===== src/rtl/decode_dispatch_queue.sv =====
// decode_dispatch_queue
//   Receives decoded instructions from the decode mux. Each one is held in a
//   small in-order FIFO and handed to the functional unit named by its
//   unit-type field over a per-unit valid/ready handshake. The head entry is
//   visible combinationally (first-word fall-through). A head whose unit
//   code is not a real unit is discarded, and a one-cycle flag reports it.
//
// Ports
//   clock_i, reset_i      clock; synchronous active-high reset
//   enable_i + payload    decoded instruction present this cycle
//   stall_o               queue full, so decode must hold
//   overflow_o            sticky: an enable arrived while the queue was full
//   illegalUnit_o         pulse for one cycle after a code-5/7 head is dropped
//   dispatchValid_o[8]    one-hot valid for the unit the head entry targets
//   dispatchReady_i[8]    per-unit ready; only the selected bit matters
//   payload outputs       head entry payload, forced to 0 when empty
//   occupancy_o           current number of entries
module decode_dispatch_queue #(
  parameter int addressWidth            = 64,
  parameter int instructionCounterWidth = 64,
  parameter int instMinIdWidth          = 7,
  parameter int opcodeSize              = 6,
  parameter int regSize                 = 5,
  parameter int immWidth                = 64,
  parameter int PidSize                 = 20,
  parameter int TidSize                 = 16,
  parameter int funcUnitCodeSize        = 3,
  parameter int queueDepth              = 4,
  parameter int FXUnitId                = 0,
  parameter int FPUnitId                = 1,
  parameter int VXUnitId                = 2,
  parameter int CRUnitId                = 3,
  parameter int LSUnitId                = 4,
  parameter int BranchUnitID            = 6
) (
  input  logic                               clock_i,
  input  logic                               reset_i,
  input  logic                               enable_i,
  input  logic [opcodeSize-1:0]              opcode_i,
  input  logic [addressWidth-1:0]            address_i,
  input  logic [funcUnitCodeSize-1:0]        funcUnitType_i,
  input  logic [instructionCounterWidth-1:0] majID_i,
  input  logic [instMinIdWidth-1:0]          minID_i,
  input  logic                               is64Bit_i,
  input  logic [PidSize-1:0]                 pid_i,
  input  logic [TidSize-1:0]                 tid_i,
  input  logic [regSize-1:0]                 op1_i,
  input  logic [regSize-1:0]                 op2_i,
  input  logic [regSize-1:0]                 op3_i,
  input  logic [regSize-1:0]                 op4_i,
  input  logic [immWidth-1:0]                imm_i,
  output logic                               stall_o,
  output logic                               overflow_o,
  output logic                               illegalUnit_o,
  output logic [7:0]                         dispatchValid_o,
  input  logic [7:0]                         dispatchReady_i,
  output logic [opcodeSize-1:0]              opcode_o,
  output logic [addressWidth-1:0]            address_o,
  output logic [funcUnitCodeSize-1:0]        funcUnitType_o,
  output logic [instructionCounterWidth-1:0] majID_o,
  output logic [instMinIdWidth-1:0]          minID_o,
  output logic                               is64Bit_o,
  output logic [PidSize-1:0]                 pid_o,
  output logic [TidSize-1:0]                 tid_o,
  output logic [regSize-1:0]                 op1_o,
  output logic [regSize-1:0]                 op2_o,
  output logic [regSize-1:0]                 op3_o,
  output logic [regSize-1:0]                 op4_o,
  output logic [immWidth-1:0]                imm_o,
  output logic [$clog2(queueDepth):0]        occupancy_o
);

  localparam int PtrW = $clog2(queueDepth);
  localparam int CntW = PtrW + 1;

  typedef struct packed {
    logic [opcodeSize-1:0]              opcode;
    logic [addressWidth-1:0]            address;
    logic [funcUnitCodeSize-1:0]        unit;
    logic [instructionCounterWidth-1:0] maj_id;
    logic [instMinIdWidth-1:0]          min_id;
    logic                               is_64bit;
    logic [PidSize-1:0]                 pid;
    logic [TidSize-1:0]                 tid;
    logic [regSize-1:0]                 op1;
    logic [regSize-1:0]                 op2;
    logic [regSize-1:0]                 op3;
    logic [regSize-1:0]                 op4;
    logic [immWidth-1:0]                imm;
  } entry_t;

  entry_t          mem_q [queueDepth];
  logic [PtrW-1:0] head_q, head_d;
  logic [PtrW-1:0] tail_q, tail_d;
  logic [CntW-1:0] count_q, count_d;
  logic            overflow_q, overflow_d;
  logic            illegal_q, illegal_d;

  entry_t entry_in;
  entry_t head_entry;
  entry_t out_entry;
  logic   empty, full, unit_legal, push, pop;

  always_comb begin
    entry_in          = '0;
    entry_in.opcode   = opcode_i;
    entry_in.address  = address_i;
    entry_in.unit     = funcUnitType_i;
    entry_in.maj_id   = majID_i;
    entry_in.min_id   = minID_i;
    entry_in.is_64bit = is64Bit_i;
    entry_in.pid      = pid_i;
    entry_in.tid      = tid_i;
    entry_in.op1      = op1_i;
    entry_in.op2      = op2_i;
    entry_in.op3      = op3_i;
    entry_in.op4      = op4_i;
    entry_in.imm      = imm_i;
  end

  always_comb begin
    head_entry = mem_q[head_q];
    empty      = (count_q == '0);
    full       = (count_q == CntW'(queueDepth));

    unit_legal = (int'(head_entry.unit) == FXUnitId) || (int'(head_entry.unit) == FPUnitId) ||
                 (int'(head_entry.unit) == VXUnitId) || (int'(head_entry.unit) == CRUnitId) ||
                 (int'(head_entry.unit) == LSUnitId) || (int'(head_entry.unit) == BranchUnitID);

    // Full is judged from the registered count, so a pop in the same cycle
    // does not open a slot for the incoming instruction.
    push = enable_i && !full;
    // An illegal head pops unconditionally; a legal head pops only on the
    // ready bit of its own unit, and every other ready bit is ignored.
    pop  = !empty && (!unit_legal || dispatchReady_i[head_entry.unit]);

    head_d     = pop  ? head_q + PtrW'(1) : head_q;
    tail_d     = push ? tail_q + PtrW'(1) : tail_q;
    count_d    = count_q;
    if (push && !pop) count_d = count_q + CntW'(1);
    if (pop && !push) count_d = count_q - CntW'(1);
    overflow_d = overflow_q || (enable_i && full);
    illegal_d  = pop && !unit_legal;
  end

  // NOTE: all sequential state uses non-blocking assignments so every
  // register samples the pre-edge values computed above.
  always_ff @(posedge clock_i) begin
    if (reset_i) begin
      head_q     <= '0;
      tail_q     <= '0;
      count_q    <= '0;
      overflow_q <= 1'b0;
      illegal_q  <= 1'b0;
    end else begin
      head_q     <= head_d;
      tail_q     <= tail_d;
      count_q    <= count_d;
      overflow_q <= overflow_d;
      illegal_q  <= illegal_d;
    end
  end

  // NOTE: the payload storage has no reset; validity lives entirely in the
  // count and pointers, so stale slots are never observable.
  always_ff @(posedge clock_i) begin
    if (push && !reset_i) mem_q[tail_q] <= entry_in;
  end

  always_comb begin
    out_entry       = empty ? '0 : head_entry;
    dispatchValid_o = (!empty && unit_legal) ? (8'(1) << head_entry.unit) : 8'h00;
  end

  assign stall_o        = full;
  assign overflow_o     = overflow_q;
  assign illegalUnit_o  = illegal_q;
  assign occupancy_o    = count_q;
  assign opcode_o       = out_entry.opcode;
  assign address_o      = out_entry.address;
  assign funcUnitType_o = out_entry.unit;
  assign majID_o        = out_entry.maj_id;
  assign minID_o        = out_entry.min_id;
  assign is64Bit_o      = out_entry.is_64bit;
  assign pid_o          = out_entry.pid;
  assign tid_o          = out_entry.tid;
  assign op1_o          = out_entry.op1;
  assign op2_o          = out_entry.op2;
  assign op3_o          = out_entry.op3;
  assign op4_o          = out_entry.op4;
  assign imm_o          = out_entry.imm;

endmodule


===== config.mk =====
export PLATFORM = sky130hd
export DESIGN_NAME = decode_dispatch_queue
export DESIGN_NICKNAME = d
export VERILOG_FILES = /design/src/rtl/decode_dispatch_queue.sv
export SDC_FILE = /design/constraint.sdc
export NUM_CORES = 1
export LEC_CHECK = 0
export CAP_MARGIN = 40
export CORE_UTILIZATION = 49
export DETAILED_ROUTE_END_ITERATION = 8
export MAX_ROUTING_LAYER = met4
export PLACE_DENSITY_LB_ADDON = 0.15
export SLEW_MARGIN = 5
export SYNTH_ARGS = -nofsm -noshare
export SYNTH_HDL_FRONTEND = slang
export SYNTH_SLANG_ARGS = --single-unit

===== constraint.sdc =====
create_clock -name clock_i -period 7.65 [get_ports clock_i]
set_input_delay 1.1475 -clock clock_i [delete_from_list [all_inputs] [get_ports clock_i]]
set_output_delay 1.1475 -clock clock_i [all_outputs]
set_load 0.005 [all_outputs]

==> impl_metrics.sql, run 1 <==
INSERT INTO impl_metrics (metric_group, metric, value, unit) VALUES
('clocking', 'worstSkewPairLatency', '0.66', 'ns'),
('pwr', 'p_comb_share', '28.1', '%'),
('clocking', 'clock-root-buffer', 'sky130_fd_sc_hd__clkbuf_16', ''),
('logic_synthesis', 'synth_top_family_by_area', 'multiplexers', ''),
('clocking', 'tritoncts.num_buffers', '108', ''),
('worst_setup_path', 'cp_slowest_cell', 'sky130_fd_sc_hd__mux4_2', ''),
('clocking', 'cts-resized-gates', '0', ''),
('global_route', 'globalRouteOverflowTotal', '0', ''),
('logic_synthesis', 'synth_adder_area_share', '0.204', '%'),
('drt', 'route.detailed.vias_per_inst', '5.40', ''),
('logic_synthesis', 'yosys.cell_types.count', '31', ''),
('global_route', 'grt_usage', '20.8', '%'),
('worst_setup_path', 'worstSetupEndpointType', 'primary output', ''),
('timing', 'relSlewSlack', '20.9', '%'),
('logic_synthesis', 'synthesis.yosys.warnings', '0', ''),
('pwr', 'power.density_cell_area', '323', 'mW/mm2'),
('logic_synthesis', 'synthesis.instances', '1756', ''),
('hold_path', 'hold_class', 'register to register', ''),
('worst_setup_path', 'critical_path_arrival', '3.75', 'ns'),
('logic_synthesis', 'synth_top_cell_area_share', '78.6', '%'),
('logic_synthesis', 'synthMostInstantiatedCell', 'sky130_fd_sc_hd__edfxtp_1', ''),
('drt', 'remaining_drc_errors', '0', ''),
('logic_synthesis', 'yosysSeqAreaShare', '79.1', '%'),
('floorplan', 'die-area', '0.0838', 'mm2'),
('outcome', 'run_status', 'finished, final reports clean', ''),
('logic_synthesis', 'yosys-top-cells-area', 'sky130_fd_sc_hd__edfxtp_1 79%, sky130_fd_sc_hd__mux4_2 15%, sky130_fd_sc_hd__and2_1 4.1%', ''),
('timing', 'max_freq', '204', 'MHz'),
('finish', 'num-fill-cells', '5762', ''),
('clocking', 'cts_htree_levels', '3', ''),
('job', 'max_cap_viol_count', '0', ''),
('logic_synthesis', 'syn_avg_cell_area', '23.1', 'um2'),
('floorplan', 'io_pins', '555', ''),
('place', 'io_buffer_count', '550', ''),
('pwr', 'power.share.clock', '29.1', '%'),
('finish', 'layout.nets', '2631', ''),
('place', 'place.detailed.hpwl', '49700', 'um'),
('clocking', 'cts.repair_timing.setup_buffer_count', '0', ''),
('floorplan', 'chipWidth', '289', 'um'),
('floorplan', 'floorplan.rows', '105', ''),
('logic_synthesis', 'xor_and_xnor_fraction_of_the_mapped_netlist_area', '0.0649', '%'),
('pwr', 'p_sw_share', '25.9', '%'),
('clocking', 'tritoncts', 'built', ''),
('logic_synthesis', 'synth-simple-area-share', '4.45', '%'),
('worst_setup_path', 'worst-path-max-fanout', '22', ''),
('timing', 'period_minus_slack', '4.90', 'ns'),
('drt', 'wirelength', '85400', 'um'),
('timing', 'period_share', '64.1', '%'),
('global_route', 'wire_length_of_the_first_global_routing_pass', '124000', 'um'),
('logic_synthesis', 'syn-cell-area', '0.0405', 'mm2'),
('place', 'placed_inst_area', '0.0473', 'mm2'),
('global_route', 'via_count_of_the_first_global_routing_pass', '19800', ''),
('worst_setup_path', 'worst-path-buf-inv', '2', ''),
('floorplan', 'die_y', '289', 'um'),
('pwr', 'fin_total_pwr', '16.4', 'mW'),
('logic_synthesis', 'netlist_top_cells_count', '1060 x sky130_fd_sc_hd__edfxtp_1, 267 x sky130_fd_sc_hd__and2_1, 265 x sky130_fd_sc_hd__mux4_2, 49 x sky130_fd_sc_hd__clkbuf_1, 29 x sky130_fd_sc_hd__buf_2', ''),
('pwr', 'internal_power', '12.1', 'mW'),
('worst_setup_path', 'critical_path_class', 'register to primary output', ''),
('timing', 'final-max-slew-violation-count', '0', ''),
('floorplan', 'floorplan.core_area', '0.0820', 'mm2'),
('logic_synthesis', 'dominantRegCellSynth', 'sky130_fd_sc_hd__edfxtp_1', ''),
('pwr', 'power.leakage', '15.9', 'nW'),
('clocking', 'clkSinkCount', '1071', ''),
('logic_synthesis', 'synth_top_area_cell', 'sky130_fd_sc_hd__edfxtp_1', ''),
('timing', 'fin_worst_skew', '0.0224', 'ns'),
('pwr', 'power.sequential.fraction', '42.8', '%'),
('drt', 'detailroute.via_count', '19000', ''),
('timing', 'rsz_0062_raised_after_global_routing', 'false', ''),
('finish', 'utilization', '61.7', '%'),
('worst_setup_path', 'cp_cell_sequence', 'buf_4, mux4_2, or2_2, nor3_1, clkdlybuf4s50_1', ''),
('clocking', 'cts.reportedPaths.clkPinSlew', '0.06', 'ns'),
('timing', 'hold_viol_final', '0', '');
## cell type report
| cell class | instances | area (um2) | area share, % |
|---|---|---|---|
| multi-input cells | 586 | 8030 | 15.9 |
| repair buffers | 574 | 5880 | 11.6 |
| diodes | 20 | 50.0 | 0.0990 |
| well taps | 1070 | 1340 | 2.65 |
| clock buffers | 139 | 2840 | 5.61 |
| inverters | 8 | 30.0 | 0.0594 |
| flip-flops and latches | 1071 | 32100 | 63.4 |
| clock inverters | 53 | 347 | 0.685 |
## cells by family after synthesis
family,count (synthesis)
other cells,1
buf+inv,100
compound gates,7
mux,273
flops,1071
simple gates,295
xor+xnor,3
fa+ha+maj,6
## worst min-delay path, stage by stage, from the launching register on
cell	delay (ns)
sky130_fd_sc_hd__dfxtp_1	0.33
sky130_fd_sc_hd__a21oi_1	0.05
sky130_fd_sc_hd__nor2_1	0.08
## metal layers
layer	share of wire [%]	GRT usage, %	vias to the layer above
met4	2.2	6.46	0
met2	52	33.9	518
met5	0	-	-
li1	-	-	8421
met3	6.9	5.74	112
met1	39	25.3	9974
## flip-flops by register name, summed over array words and instances (netlist names), named ones only
register	flops
occupancy_o	3
overflow_o	1
tail_q	2
mem_q	1060
illegalUnit_o	1
head_q	2
## metrics by stage
stage	hold slack (ns)	cells	worst slack (ns)
CTS	0.517	3501	2.60
global route	0.555	3519	2.51
floorplan	0.460	1757	2.43
global placement	0.468	3305	3.30
finish	0.496	3521	2.75
detailed placement	0.503	3309	3.31
## worst paths after layout
kind                                            start                           to  slack [ns]  depth (start not counted)
worst max register to register               register  occupancy_o[2]$_SDFFE_PP0P_        3.72                         11
worst max-delay path                         register           dispatchValid_o[0]        2.75                          5
worst min register to register  overflow_o$_SDFF_PP0_        overflow_o$_SDFF_PP0_        0.50                          2
worst min-delay path            overflow_o$_SDFF_PP0_        overflow_o$_SDFF_PP0_        0.50                          2
## power groups by stage
stage | clock network (mW) | logic [mW] | registers [mW]
floorplan | 0 | 2.17 | 7.10
global placement | 0 | 4.65 | 7.10
detailed placement | 0 | 4.70 | 7.13
CTS | 4.88 | 4.73 | 7.01
global route | 5.10 | 4.95 | 7.03
finish | 4.76 | 4.60 | 7.00
## cells in the final DEF (no fill, tap or decap), types with 9 or more instances in the layout
master,instances
sky130_fd_sc_hd__edfxtp_1,1060
sky130_fd_sc_hd__dfxtp_1,9
sky130_fd_sc_hd__clkbuf_1,29
sky130_fd_sc_hd__clkinv_2,22
sky130_fd_sc_hd__and2_1,263
sky130_fd_sc_hd__clkbuf_16,108
sky130_fd_sc_hd__clkinv_1,22
sky130_fd_sc_hd__nor2_1,11
sky130_fd_sc_hd__diode_2,20
sky130_fd_sc_hd__mux4_2,265
sky130_fd_sc_hd__clkdlybuf4s50_1,550
sky130_fd_sc_hd__buf_4,11
sky130_fd_sc_hd__buf_12,9
No activity file was read; power rests on OpenSTA's default activity.
==> run 2: changes to the inputs <==
Settings changed: CORE_UTILIZATION 49 to 55.
Clock period 7.65 ns to 4.7 ns, I/O delays scaled along.
==> run 2 against run 1 <==
- sequential share of layout area shrank 0.47 points
- largest power group unchanged
- clock-buffer cell count decreased by 13
- final cell count is 2.3% lower
- worst setup slack got worse by 2.0 ns
- sequential power rose by 63%
- core utilization increased by 8.1 points
==> impl_metrics.sql, run 2 (synthesized netlist as in run 1, its figures left out) <==
INSERT INTO impl_metrics (metric_group, metric, value, unit) VALUES
('finish', 'finalInstanceArea', '0.0509', 'mm2'),
('worst_setup_path', 'worst-path-max-fanout', '126', ''),
('worst_setup_path', 'cp_cell_sequence', 'buf_12, mux4_2, and2_1, clkdlybuf4s50_1', ''),
('drt', 'detailroute.via_count', '19300', ''),
('timing', 'finalSetupViolations', '0', ''),
('timing', 'period_share', '85.0', '%'),
('timing', 'fin_worst_skew', '0.0223', 'ns'),
('clocking', 'cts_htree_levels', '3', ''),
('drt', 'route.detailed.vias_per_inst', '5.61', ''),
('drt', 'wirelength', '85800', 'um'),
('worst_setup_path', 'worstRegToRegCells', '10', ''),
('pwr', 'power.sequential.fraction', '41.8', '%'),
('pwr', 'fin_total_pwr', '27.1', 'mW'),
('place', 'io_buffer_count', '550', ''),
('clocking', 'tritoncts.num_buffers', '106', ''),
('drt', 'remaining_drc_errors', '0', ''),
('clocking', 'cts.reportedPaths.clkPinSlew', '0.06', 'ns'),
('global_route', 'antenna_found_initial', '21', ''),
('clocking', 'clock-root-buffer', 'sky130_fd_sc_hd__clkbuf_16', ''),
('finish', 'utilization', '69.8', '%'),
('timing', 'rsz_0062_raised_after_global_routing', 'false', ''),
('clocking', 'cts.repair_timing.setup_buffer_count', '0', ''),
('global_route', 'via_count_of_the_first_global_routing_pass', '20300', ''),
('floorplan', 'floorplan.rows', '99', ''),
('timing', 'finalHoldWorstSlack', '0.493', 'ns'),
('hold_path', 'hold_class', 'register to register', ''),
('floorplan', 'io_pins', '555', ''),
('worst_setup_path', 'critPathLaunchType', 'register', ''),
('job', 'max_cap_viol_count', '0', ''),
('floorplan', 'die-area', '0.0747', 'mm2'),
('clocking', 'cts-resized-gates', '0', ''),
('drt', 'drt_iter0_markers', '1367', ''),
('pwr', 'power.leakage', '16.1', 'nW'),
('floorplan', 'floorplan.core_area', '0.0730', 'mm2'),
('place', 'place.detailed.hpwl', '52900', 'um'),
('floorplan', 'chipWidth', '273', 'um'),
('pwr', 'power_switching', '7.01', 'mW'),
('outcome', 'run_status', 'finished, final reports clean', ''),
('floorplan', 'initial_core_utilization', '55.5', '%'),
('pwr', 'p_sw_share', '25.8', '%'),
('finish', 'stdcell_count', '3440', ''),
('finish', 'final_cell_mix', '1060 x sky130_fd_sc_hd__edfxtp_1, 550 x sky130_fd_sc_hd__clkdlybuf4s50_1, 265 x sky130_fd_sc_hd__mux4_2', ''),
('pwr', 'power.density_cell_area', '533', 'mW/mm2'),
('global_route', 'grt_usage', '23.8', '%'),
('worst_setup_path', 'worst_stage_delay_on_the_critical_path', '0.72', 'ns'),
('worst_setup_path', 'rrSetupSlack', '1.19', 'ns'),
('finish', 'mostFrequentLayoutCell', 'sky130_fd_sc_hd__edfxtp_1', ''),
('timing', 'setup_slack', '0.706', 'ns'),
('hold_path', 'timing.hold.worst_path_depth', '2', ''),
('pwr', 'p_comb_share', '28.3', '%'),
('timing', 'final-max-slew-violation-count', '0', ''),
('finish', 'area_delta_synth_final', '25.8', '%'),
('worst_setup_path', 'cp_data_required_time', '3.99', 'ns'),
('finish', 'final_layout_size_suffix_gt1_share', '19.2', '%'),
('clocking', 'clkSinkCount', '1071', ''),
('worst_setup_path', 'worstSetupEndpointType', 'primary output', ''),
('timing', 'least_margin_pin_slew', '0.966', 'ns'),
('finish', 'registers.top_by_ff_count', 'mem_q', ''),
('worst_setup_path', 'critical_path_class', 'register to primary output', ''),
('pwr', 'ir_worst_vdd', '0.389', 'mV'),
('global_route', 'globalRouteOverflowTotal', '0', ''),
('worst_setup_path', 'cp_slowest_cell', 'sky130_fd_sc_hd__dfxtp_4', ''),
('timing', 'max_freq', '250', 'MHz'),
('timing', 'period_minus_slack', '3.99', 'ns'),
('timing', 'relSlewSlack', '35.6', '%'),
('worst_setup_path', 'critical_path_arrival', '3.29', 'ns'),
('drt', 'router_iterations_before_antenna_repair', '5', ''),
('global_route', 'grt_start_max_net_pins', '127', ''),
('clocking', 'worstSkewPairLatency', '0.65', 'ns'),
('drt', 'route.antenna.remaining_nets', '0', ''),
('timing', 'hold_viol_final', '0', ''),
('global_route', 'wire_length_of_the_first_global_routing_pass', '127000', 'um'),
('pwr', 'power.share.clock', '29.9', '%'),
('timing', 'tns', '0', 'ns'),
('place', 'detailedPlace.worstSlack', '1.13', 'ns'),
('place', 'routabilityCongestion', '0.796', ''),
('place', 'placedCellCount', '3221', ''),
('finish', 'largest_register_ff_count', '1060', ''),
('clocking', 'tritoncts', 'built', ''),
('place', 'placed_inst_area', '0.0475', 'mm2'),
('pwr', 'internal_power', '20.1', 'mW'),
('clocking', 'ctsLongestPathBuffers', '3', ''),
('clocking', 'cts_hold_buffers', '0', ''),
('drt', 'wl_cell', '24.9', 'um'),
('finish', 'layout.nets', '2652', ''),
('floorplan', 'die_y', '273', 'um');
-- run 2: cell types whose count changed in the layout (fill, tap and decap cells not counted), moves of 3 or more --
| cell | previous run | this run |
|---|---|---|
| sky130_fd_sc_hd__bufinv_16 | 2 | 9 |
| sky130_fd_sc_hd__buf_4 | 11 | 20 |
| sky130_fd_sc_hd__inv_6 | 1 | 4 |
| sky130_fd_sc_hd__clkinv_8 | 3 | 0 |
| sky130_fd_sc_hd__diode_2 | 20 | 23 |
| sky130_fd_sc_hd__clkinv_1 | 22 | 25 |
| sky130_fd_sc_hd__buf_12 | 9 | 23 |
| sky130_fd_sc_hd__clkinvlp_4 | 1 | 4 |
| sky130_fd_sc_hd__clkbuf_1 | 29 | 20 |
-- run 2: power groups by stage --
stage | combinational, mW | clock [mW] | sequential (mW)
after global routing | 8.20 | 8.62 | 11.4
final | 7.68 | 8.11 | 11.4
after CTS | 7.83 | 8.27 | 11.4
after global placement | 7.68 | 0 | 11.5
after detailed placement | 7.77 | 0 | 11.6
after floorplan | 3.53 | 0 | 11.6
-- run 2: worst max-delay path: cells and delay by family (launching register included) --
family	cells	cell delay (ns)
AND/OR/NAND/NOR	1	0.17
flip-flops	1	0.72
multiplexers	1	0.41
buffers and inverters	2	1.10
-- run 2: path summary, 6_finish.rpt --
check                         from                          end
max                       register                  majID_o[48]
min          overflow_o$_SDFF_PP0_        overflow_o$_SDFF_PP0_
max reg2reg               register  occupancy_o[2]$_SDFFE_PP0P_
min reg2reg  overflow_o$_SDFF_PP0_        overflow_o$_SDFF_PP0_
-- run 2: final cells by class --
type / count / area [um2]
antenna: 23 / 57.6
tap: 959 / 1200
multi-input combinational: 586 / 8030
clock inverter: 70 / 639
clock buffer: 126 / 2730
fill: 4464 / 22000
timing repair buffer: 597 / 6200
inverter: 8 / 30.0
sequential: 1071 / 32100
-- run 2: layer usage --
metal	track usage, %	routed length (um)
met3	5.77	5500
met5	-	0
met2	38.7	45000
met4	9.00	2590
met1	29.1	32700
==> run 3: changes to the inputs <==
Settings changed: CORE_UTILIZATION 55 to 49.
Clock period 4.7 ns to 3.4 ns, I/O delays scaled along.
==> run 3 against run 2 <==
- routed wire length grew 3.2%
- final cell count is 4.0% higher
- non-clock buffer count is 25 higher
- clock skew shrank 0.00066 ns
- clock-buffer cell count grew 2
- critical path type unchanged
- largest power group unchanged
==> impl_metrics.sql, run 3 (synthesized netlist as in run 1, its figures left out) <==
INSERT INTO impl_metrics (metric_group, metric, value, unit) VALUES
('drt', 'drt_iter0_markers', '1037', ''),
('timing', 'period_share', '98.1', '%'),
('worst_setup_path', 'worstSetupEndpointType', 'primary output', ''),
('outcome', 'run_status', 'finished, final reports clean', ''),
('place', 'routabilityCongestion', '0.764', ''),
('timing', 'setup_slack', '0.0645', 'ns'),
('timing', 'hold_viol_final', '0', ''),
('worst_setup_path', 'critical-path-top-delay-family', 'buffers and inverters', ''),
('drt', 'route.antenna.remaining_nets', '0', ''),
('worst_setup_path', 'cp_slowest_cell', 'sky130_fd_sc_hd__buf_16', ''),
('worst_setup_path', 'cp_cell_sequence', 'buf_16, mux4_2, and2_1, clkdlybuf4s50_1', ''),
('finish', 'largest_register_ff_count', '1060', ''),
('clocking', 'worstSkewPairLatency', '0.66', 'ns'),
('clocking', 'clock-root-buffer', 'sky130_fd_sc_hd__clkbuf_16', ''),
('floorplan', 'io_pins', '555', ''),
('floorplan', 'floorplan.core_area', '0.0820', 'mm2'),
('place', 'detailedPlace.worstSlack', '0.411', 'ns'),
('floorplan', 'initial_core_utilization', '49.4', '%'),
('worst_setup_path', 'rrSetupSlack', '0.19', 'ns'),
('floorplan', 'die_y', '289', 'um'),
('place', 'io_buffer_count', '550', ''),
('drt', 'route.detailed.vias_per_inst', '5.45', ''),
('timing', 'fin_worst_skew', '0.0216', 'ns'),
('clocking', 'ctsLongestPathBuffers', '3', ''),
('drt', 'remaining_drc_errors', '0', ''),
('clocking', 'tritoncts', 'built', ''),
('finish', 'final_cell_mix', '1060 x sky130_fd_sc_hd__edfxtp_1, 411 x sky130_fd_sc_hd__clkdlybuf4s50_1, 265 x sky130_fd_sc_hd__mux4_2', ''),
('global_route', 'grt_usage', '21.6', '%'),
('timing', 'least_margin_pin_slew', '0.912', 'ns'),
('drt', 'wl_cell', '24.8', 'um'),
('worst_setup_path', 'worst_stage_delay_on_the_critical_path', '0.45', 'ns'),
('place', 'place.detailed.hpwl', '53200', 'um'),
('global_route', 'grt_start_max_net_pins', '138', ''),
('floorplan', 'die-area', '0.0838', 'mm2'),
('timing', 'final-max-slew-violation-count', '0', ''),
('global_route', 'wire_length_of_the_first_global_routing_pass', '128000', 'um'),
('drt', 'router_iterations_before_antenna_repair', '6', ''),
('worst_setup_path', 'critical_path_arrival', '2.83', 'ns'),
('clocking', 'cts.reportedPaths.clkPinSlew', '0.06', 'ns'),
('clocking', 'clkSinkCount', '1071', ''),
('hold_path', 'hold_class', 'register to register', ''),
('timing', 'period_minus_slack', '3.34', 'ns'),
('floorplan', 'floorplan.rows', '105', ''),
('finish', 'area_delta_synth_final', '28.2', '%'),
('pwr', 'power.leakage', '18.2', 'nW'),
('global_route', 'via_count_of_the_first_global_routing_pass', '20300', ''),
('pwr', 'power.density_cell_area', '728', 'mW/mm2'),
('clocking', 'tritoncts.num_buffers', '108', ''),
('worst_setup_path', 'worst-path-max-fanout', '125', ''),
('finish', 'mostFrequentLayoutCell', 'sky130_fd_sc_hd__edfxtp_1', ''),
('finish', 'final_layout_size_suffix_gt1_share', '20.4', '%'),
('pwr', 'fin_total_pwr', '37.8', 'mW'),
('timing', 'tns', '0', 'ns'),
('drt', 'wirelength', '88600', 'um'),
('worst_setup_path', 'critical_path_class', 'register to primary output', ''),
('worst_setup_path', 'worst-path-buf-inv', '2', ''),
('drt', 'detailroute.via_count', '19500', ''),
('global_route', 'globalRouteOverflowTotal', '0', ''),
('timing', 'finalSetupViolations', '0', ''),
('finish', 'layout.nets', '2679', ''),
('global_route', 'antenna_found_initial', '18', ''),
('job', 'max_cap_viol_count', '0', ''),
('floorplan', 'chipWidth', '289', 'um'),
('timing', 'relSlewSlack', '39.2', '%'),
('finish', 'registers.top_by_ff_count', 'mem_q', ''),
('worst_setup_path', 'critPathLaunchType', 'register', ''),
('clocking', 'cts_htree_levels', '3', ''),
('timing', 'max_freq', '300', 'MHz'),
('worst_setup_path', 'cp_data_required_time', '2.89', 'ns'),
('pwr', 'ir_worst_vdd', '0.718', 'mV'),
('hold_path', 'min_from', 'overflow_o$_SDFF_PP0_', '');
run 3: cell types whose count changed in the layout (fill, tap and decap cells not counted), moves of 2 or more:
cell / change
sky130_fd_sc_hd__clkbuf_8: +2
sky130_fd_sc_hd__buf_16: +8
sky130_fd_sc_hd__clkinvlp_4: +6
sky130_fd_sc_hd__dlygate4sd2_1: +24
sky130_fd_sc_hd__inv_16: -3
sky130_fd_sc_hd__clkbuf_16: +5
sky130_fd_sc_hd__buf_12: +3
sky130_fd_sc_hd__dlymetal6s2s_1: +115
sky130_fd_sc_hd__diode_2: -3
sky130_fd_sc_hd__buf_4: +14
sky130_fd_sc_hd__clkdlybuf4s50_1: -139
sky130_fd_sc_hd__inv_6: -4
sky130_fd_sc_hd__clkinv_16: +2
sky130_fd_sc_hd__clkbuf_1: -5
run 3: area by class of cell:
cell class | instances | area [um2]
Sequential cell | 1071 | 32100
Fill cell | 5604 | 30100
Multi-Input combinational cell | 586 | 8040
Timing Repair Buffer | 622 | 6860
Clock buffer | 128 | 2860
Tap cell | 1070 | 1340
Clock inverter | 71 | 687
Antenna cell | 20 | 50.0
Inverter | 8 | 30.0
run 3: path summary, 6_finish.rpt:
check                                 to  cells after the start
max reg2reg  occupancy_o[2]$_SDFFE_PP0P_                     12
min                overflow_o$_SDFF_PP0_                      2
max                            imm_o[50]                      4
min reg2reg        overflow_o$_SDFF_PP0_                      2
run 3: layer usage:
| layer | global-route usage (%) | up-vias | share of wire [%] |
|---|---|---|---|
| met1 | 26.4 | 10200 | 38 |
| met2 | 34.6 | 592 | 51 |
| met3 | 5.54 | 154 | 7.0 |
| li1 | - | 8536 | - |
| met4 | 8.71 | 0 | 3.3 |
| met5 | - | - | 0 |
run 3: power breakdown:
part,internal (mW),switching [mW]
registers,15.4,0.197
logic,5.80,4.74
clock network,6.77,4.86
run 3: worst reg2reg max path, stage by stage (launching register included):
cell and delay, ns:
sky130_fd_sc_hd__dfxtp_4 0.43, sky130_fd_sc_hd__buf_4 0.14, sky130_fd_sc_hd__mux4_2 0.56, sky130_fd_sc_hd__buf_4 0.20, sky130_fd_sc_hd__mux2i_1 0.12, sky130_fd_sc_hd__a31oi_1 0.23
sky130_fd_sc_hd__o21a_1 0.22, sky130_fd_sc_hd__ha_1 0.20, sky130_fd_sc_hd__inv_1 0.06, sky130_fd_sc_hd__fa_1 0.37, sky130_fd_sc_hd__xor2_1 0.16, sky130_fd_sc_hd__or3_1 0.32
sky130_fd_sc_hd__a21oi_1 0.14
run 3: metrics by stage:
stage / area [um2] / utilization, % / std cells / hold WS (ns)
2_1_floorplan: 40500 / - / 1757 / 0.460
3_3_place_gp: 47700 / 58.2 / 3343 / 0.452
3_5_place_dp: 47700 / 58.2 / 3343 / 0.459
4_1_cts: 51600 / 62.9 / 3554 / 0.426
5_1_grt: 51900 / 63.3 / 3574 / 0.447
6_report: 51900 / 63.3 / 3576 / 0.468
run 3: repair_timing:
action / in CTS / in global routing
setup buffers: 6 / 3
resized for setup: 43 / 117
gates cloned: 6 / 0
setup endpoints to repair: 229 / 144
hold buffers: 0 / 0
